==> src/rtl/gf180mcu_fd_sc_mcu7t5v0__clkbr_arb4_if.sv <==
// Request/grant bundle between four clock-branch consumers and the branch arbiter.
// master = requester side, slave = arbiter side.
interface gf180mcu_fd_sc_mcu7t5v0__clkbr_arb4_if;
   logic [3:0] REQ;
   logic [3:0] GNT;
   logic       E;
   logic       BUSY;

   modport master (output REQ, input GNT, input E, input BUSY);
   modport slave  (input REQ, output GNT, output E, output BUSY);
endinterface

==> src/rtl/gf180mcu_fd_sc_mcu7t5v0__clkbr_arb4.sv <==
// Round-robin arbiter for one shared gated clock branch: wakes the branch driver (E),
// then grants a single owner. Preemption compiled in by GF180MCU_FD_SC_MCU7T5V0_CLKBR_ARB_PREEMPT_EN.
//
//   state   | meaning
//   --------+------------------------------------------------------------
//   S_IDLE  | branch off, arbitrate among REQ starting at ptr
//   S_WAKE  | E high, waiting WAKE_CYC edges for the branch to settle
//   S_GRANT | E high, GNT[owner] high, hold counter running
//   S_DRAIN | E low, no grant, DRAIN_CYC edges before re-arbitration
module gf180mcu_fd_sc_mcu7t5v0__clkbr_arb4 #(
   parameter int WAKE_CYC  = 2,
   parameter int MAX_HOLD  = 16,
   parameter int DRAIN_CYC = 1
) (
   input  logic                                    CLK,
   input  logic                                    RST,
   gf180mcu_fd_sc_mcu7t5v0__clkbr_arb4_if.slave    bus
);

   typedef enum logic [1:0] {
      S_IDLE  = 2'd0,
      S_WAKE  = 2'd1,
      S_GRANT = 2'd2,
      S_DRAIN = 2'd3
   } state_t;

   // Down-counter load values: the transition fires when the counter reaches zero.
   localparam logic [7:0] WAKE_LD  = 8'(WAKE_CYC - 1);
   localparam logic [7:0] DRAIN_LD = 8'(DRAIN_CYC - 1);
   localparam logic [7:0] HOLD_MAX = 8'(MAX_HOLD);

   state_t     state_q, state_d;
   logic [1:0] owner_q, owner_d;
   logic [1:0] ptr_q, ptr_d;
   logic [7:0] cnt_q, cnt_d;
   logic [7:0] hold_q, hold_d;
   logic [3:0] gnt_q, gnt_d;
   logic       e_q, e_d;
   logic       busy_q, busy_d;
   logic       owner_req;
   logic       release_now;

   function automatic logic [1:0] rr_pick(input logic [3:0] req, input logic [1:0] ptr);
      logic [1:0] idx;
      logic [1:0] pick;
      logic       found;
      pick  = ptr;
      found = 1'b0;
      for (int i = 0; i < 4; i++) begin
         idx = ptr + 2'(i);
         if (!found && req[idx]) begin
            pick  = idx;
            found = 1'b1;
         end
      end
      return pick;
   endfunction

   assign owner_req = bus.REQ[owner_q];

`ifdef GF180MCU_FD_SC_MCU7T5V0_CLKBR_ARB_PREEMPT_EN
   logic [3:0] owner_oh;
   logic       preempt;
   always_comb begin
      owner_oh          = 4'b0000;
      owner_oh[owner_q] = 1'b1;
   end
   assign preempt     = (hold_q == HOLD_MAX) && |(bus.REQ & ~owner_oh);
   assign release_now = !owner_req || preempt;
`else
   assign release_now = !owner_req;
`endif

   always_ff @(posedge CLK or posedge RST) begin
      if (RST) begin
         state_q <= S_IDLE;
         owner_q <= 2'd0;
         ptr_q   <= 2'd0;
         cnt_q   <= 8'd0;
         hold_q  <= 8'd0;
         gnt_q   <= 4'b0000;
         e_q     <= 1'b0;
         busy_q  <= 1'b0;
      end else begin
         state_q <= state_d;
         owner_q <= owner_d;
         ptr_q   <= ptr_d;
         cnt_q   <= cnt_d;
         hold_q  <= hold_d;
         gnt_q   <= gnt_d;
         e_q     <= e_d;
         busy_q  <= busy_d;
      end
   end

   always_comb begin
      state_d = state_q;
      owner_d = owner_q;
      ptr_d   = ptr_q;
      cnt_d   = cnt_q;
      hold_d  = hold_q;
      case (state_q)
         S_IDLE: begin
            if (|bus.REQ) begin
               owner_d = rr_pick(bus.REQ, ptr_q);
               cnt_d   = WAKE_LD;
               state_d = S_WAKE;
            end
         end
         S_WAKE: begin
            // A requester that gives up while the branch settles never sees a grant.
            if (!owner_req) begin
               ptr_d   = owner_q + 2'd1;
               cnt_d   = DRAIN_LD;
               state_d = S_DRAIN;
            end else if (cnt_q == 8'd0) begin
               hold_d  = 8'd1;
               state_d = S_GRANT;
            end else begin
               cnt_d = cnt_q - 8'd1;
            end
         end
         S_GRANT: begin
            if (release_now) begin
               ptr_d   = owner_q + 2'd1;
               cnt_d   = DRAIN_LD;
               hold_d  = 8'd0;
               state_d = S_DRAIN;
            end else if (hold_q != HOLD_MAX) begin
               hold_d = hold_q + 8'd1;
            end
         end
         S_DRAIN: begin
            if (cnt_q == 8'd0) begin
               state_d = S_IDLE;
            end else begin
               cnt_d = cnt_q - 8'd1;
            end
         end
         default: state_d = S_IDLE;
      endcase
   end

   // Outputs are decoded from the next state so they register on the same edge as the state.
   always_comb begin
      gnt_d  = 4'b0000;
      e_d    = 1'b0;
      busy_d = (state_d != S_IDLE);
      case (state_d)
         S_WAKE:  e_d = 1'b1;
         S_GRANT: begin
            e_d            = 1'b1;
            gnt_d[owner_d] = 1'b1;
         end
         default: ;
      endcase
   end

   assign bus.GNT  = gnt_q;
   assign bus.E    = e_q;
   assign bus.BUSY = busy_q;

   a_gnt_onehot: assert property (@(posedge CLK) disable iff (RST) $onehot0(gnt_q));
   a_gnt_needs_e: assert property (@(posedge CLK) disable iff (RST) (|gnt_q) |-> e_q);

endmodule

==> src/flat_wrapper.sv <==
// flat-port wrapper written by rule: the top's interface ports become plain ports
module gf180mcu_fd_sc_mcu7t5v0__clkbr_arb4_flat 
#(
   parameter int WAKE_CYC  = 2,
   parameter int MAX_HOLD  = 16,
   parameter int DRAIN_CYC = 1
)
  (CLK, RST, bus_REQ, bus_GNT, bus_E, bus_BUSY);
  gf180mcu_fd_sc_mcu7t5v0__clkbr_arb4_if bus_i ();
  input  logic CLK;
  input  logic RST;
  input wire logic [$bits(bus_i.REQ)-1:0] bus_REQ;
  output wire logic [$bits(bus_i.GNT)-1:0] bus_GNT;
  output wire logic [$bits(bus_i.E)-1:0] bus_E;
  output wire logic [$bits(bus_i.BUSY)-1:0] bus_BUSY;
  assign bus_i.REQ = bus_REQ;
  assign bus_GNT = bus_i.GNT;
  assign bus_E = bus_i.E;
  assign bus_BUSY = bus_i.BUSY;
  gf180mcu_fd_sc_mcu7t5v0__clkbr_arb4 #(.WAKE_CYC(WAKE_CYC), .MAX_HOLD(MAX_HOLD), .DRAIN_CYC(DRAIN_CYC)) u_core (.CLK(CLK), .RST(RST), .bus(bus_i));
endmodule
==> config.mk <==
export PLATFORM = sky130hd
export DESIGN_NAME = gf180mcu_fd_sc_mcu7t5v0__clkbr_arb4_flat
export DESIGN_NICKNAME = d
export VERILOG_FILES = /design/src/rtl/gf180mcu_fd_sc_mcu7t5v0__clkbr_arb4_if.sv /design/src/rtl/gf180mcu_fd_sc_mcu7t5v0__clkbr_arb4.sv /design/src/flat_wrapper.sv
export SDC_FILE = /design/constraint.sdc
export NUM_CORES = 1
export LEC_CHECK = 0
export BUFFER_PORTS_ARGS = -buffer_cell sky130_fd_sc_hd__buf_2
export CAP_MARGIN = 30
export CORE_ASPECT_RATIO = 0.75
export CORE_MARGIN = 5
export CORE_UTILIZATION = 55
export DETAILED_ROUTE_END_ITERATION = 8
export HOLD_SLACK_MARGIN = 0.03
export PLACE_DENSITY_LB_ADDON = 0.08
export SYNTH_ARGS = -nofsm -noshare
export SYNTH_HDL_FRONTEND = slang
export SYNTH_SLANG_ARGS = --single-unit
==> constraint.sdc <==
create_clock -name CLK -period 5.1 [get_ports CLK]
set_input_delay 1.02 -clock CLK [delete_from_list [all_inputs] [get_ports CLK]]
set_output_delay 1.02 -clock CLK [all_outputs]
set_load 0.03 [all_outputs]
==> results.md <==
- Status: completed
- Register area: 500.5 µm²
- Starting Density: 55.91%
- Clock buffer count from CTS: 3
- Tightest Pin Transition: 752.7 ps
- H-tree levels: 1
- CTS Hold Bufs: 0
- CP top delay family: simple AND/OR/NAND/NOR gates
- WS Path Type: in2reg
- IO Pins: 12
- Slowest stage delay, CP: 580 ps
- Syn Nets: 140
- Residual DRC count: 0
- Fin cells: 162
- Final Setup Violations: 0
- Clock tree buffer depth: 2
- Crit path buffers/inverters: 1
- Number of max-cap violations: 0
- Row count: 15
- Clk pin slew, worst setup/hold paths: 120 ps
- CP startpoint: bus_REQ[3]
- Cell count along the critical path: 5
- FMAX: 385.9 MHz
- Vias in the first global route: 925
- Wire length per cell: 15.46 µm
- Vias/cell: 6.191
- Number of enable flip-flop cells after synthesis: 0
- Seq/Total Area, Yosys: 40.08%
- RSZ-0062 raised after global routing: false
- ANT nets after route: 0
- CTS tree: built
- Post-CTS resize count: 0
- Rel. slew slack: 49.76%
- Die Wd: 65.02 µm
- Global route overflow: 0
- Cell Area, Synth: 0.001249 mm²
- IO buf count: 11
- Critical-path cell list: buf_2, mux4_2, a22o_1, or4_4, o31ai_2
- Setup Buffers After CTS: 0
- First-pass GRT wire length: 4.367 mm
- Worst clock skew: 3.602 ps
- Final Max Slew Viols: 0
- Worst hold slack: 544.9 ps
- Synth cell count leaders: dfrtp_1 (20), inv_1 (12), ha_1 (9)
- Seq cells post-synth: 20
- Synth top area share: 40.08%
- Count leader, synth: dfrtp_1
- Final Util: 61.29%
- Startpoint Class: input pin
- Reg-to-Reg End: u_core.bus.GNT[0]
- Multi-input gate area: 684.4 µm²
- CTS root buffer: clkbuf_4
- Minimum clock period: 2592 ps
- Setup TNS: 0 ps
- Total GRT Usage: 17.14%
- DIE AREA: 0.003333 mm²
- YS warnings: 0
- Arrival time worst endpoint: 2820 ps
- DRT Pass-1 Iters: 4
- Reg2Reg Launch Point: u_core.cnt_q[0]
- Yosys top cell by area: dfrtp_1
- Top post-synthesis cells by area: dfrtp_1 (40%), ha_1 (9.0%), inv_1 (3.6%)
- Mean area per synthesized cell: 9.990 µm²
- Top_reg_cell synth: dfrtp_1
- Worst Path Max Fanout: 7
- Share of cells above drive strength 1: 15.33%
- Depth of the most critical reg-to-reg path: 9
- Core area: 0.002233 mm²
- Critical Path RT: 5330 ps
- Initial DRC count: 81
- Endpoint type of the worst setup path: flip-flop
- DRT Wirelength: 2.505 mm
- Placed insts: 158
- Hold Crit Class: reg2reg
- End point of the critical path: u_core.cnt_q[7]
- Final hold viol count: 0
- Ant diodes: 0
- Largest net degree at the start of global routing: 21
- Net count reported at finish: 153
- Clk sink count: 20
- Die H: 51.27 µm
- R2R Setup Slk: 2660 ps
- Final cycle utilization of the critical path: 50.82%
- Post-Syn Instances: 125
- Crit-path slowest cell: or4_4
- Initial antenna violation count: 0
- Clock Latency Late Sink: 310 ps
- Library cells used by synthesis: 43
- P&R area growth vs syn: 9.619%
- RePlAce Congestion: 0.8255
- Asr flop ratio synth: 100.0%
- Final HPWL DP: 1.838 mm
- Via count: 1,003
- Filler instances: 184
==> registers in the layout, summed over array words and instances, names as in the netlist <==
signal and count:
u_core.bus.BUSY 1, u_core.bus.E 1, u_core.bus.GNT 4, u_core.cnt_q 8
u_core.owner_q 2, u_core.ptr_q 2, u_core.state_q 2
==> stage by stage <==
step	area (µm²)	setup slack [ps]
finish	1369	2508
floorplan	1249	2377
detailed placement	1316	2192
CTS	1369	2514
global placement	1316	2228
global route	1369	2427
==> worst min-delay path by stage <==
| stage | cells past startpoint | to | slack (ps) | from |
|---|---|---|---|---|
| final | 2 | u_core.ptr_q[0] | 540 | u_core.ptr_q[0] |
| after CTS | 2 | u_core.ptr_q[0] | 550 | u_core.ptr_q[0] |
| after global routing | 1 | u_core.cnt_q[7] | 580 | u_core.cnt_q[7] |
| after global placement | 2 | u_core.ptr_q[0] | 520 | u_core.ptr_q[0] |
| after floorplan | 2 | u_core.ptr_q[0] | 490 | u_core.ptr_q[0] |
| after detailed placement | 2 | u_core.ptr_q[0] | 520 | u_core.ptr_q[0] |
==> kinds of logic after synthesis <==
family                   after synthesis  share of synthesized area, %
AND/OR/NAND/NOR                       38                         17.84
flip-flops                            20                         40.08
buffers and inverters                 15                         5.110
adder cells (fa/ha/maj)                9                         9.018
XOR/XNOR                               1                        0.7015
multiplexers                           2                         2.705
AO/OA/AOI/OAI                         40                         24.55
==> layout make-up <==
type                       instances  area share [%]
tap                               25           2.285
sequential                        20           36.56
clock inverter                     1           2.194
inverter                          12           3.291
multi-input combinational         90           50.00
timing repair buffer              11           4.022
clock buffer                       3           1.645
==> cell usage in the layout, fill, tap and decap left out, types with 2 or more instances in the layout <==
cell type	n
nor2_1	6
or4_1	3
a22o_1	2
inv_1	12
o31ai_1	5
nand2b_1	5
nor3_1	4
nand2_1	6
clkbuf_4	3
dfrtp_1	20
o21ai_0	5
o2bb2ai_1	5
ha_1	9
nor3b_1	2
a211oi_1	2
o31a_1	2
o32a_1	2
nor4_1	3
buf_2	11
a21oi_1	5
o41ai_1	2
==> routing by layer <==
metal  GRT usage [%]  part of all wire (%)  vias up
met5               0                     0        -
met3           5.495                   6.3        4
met4           4.483                   1.0        0
li1                -                     -      497
met1           24.65                    50      470
met2           24.79                    43       32
==> tightest hold or removal path: stages, from the launching register on <==
cell and delay, ps:
dfrtp_1 400, nand2_1 50, o21ai_0 60
Power is not shown: default switching activity piles up to over one toggle a cycle in this logic, so the estimate is an artifact.
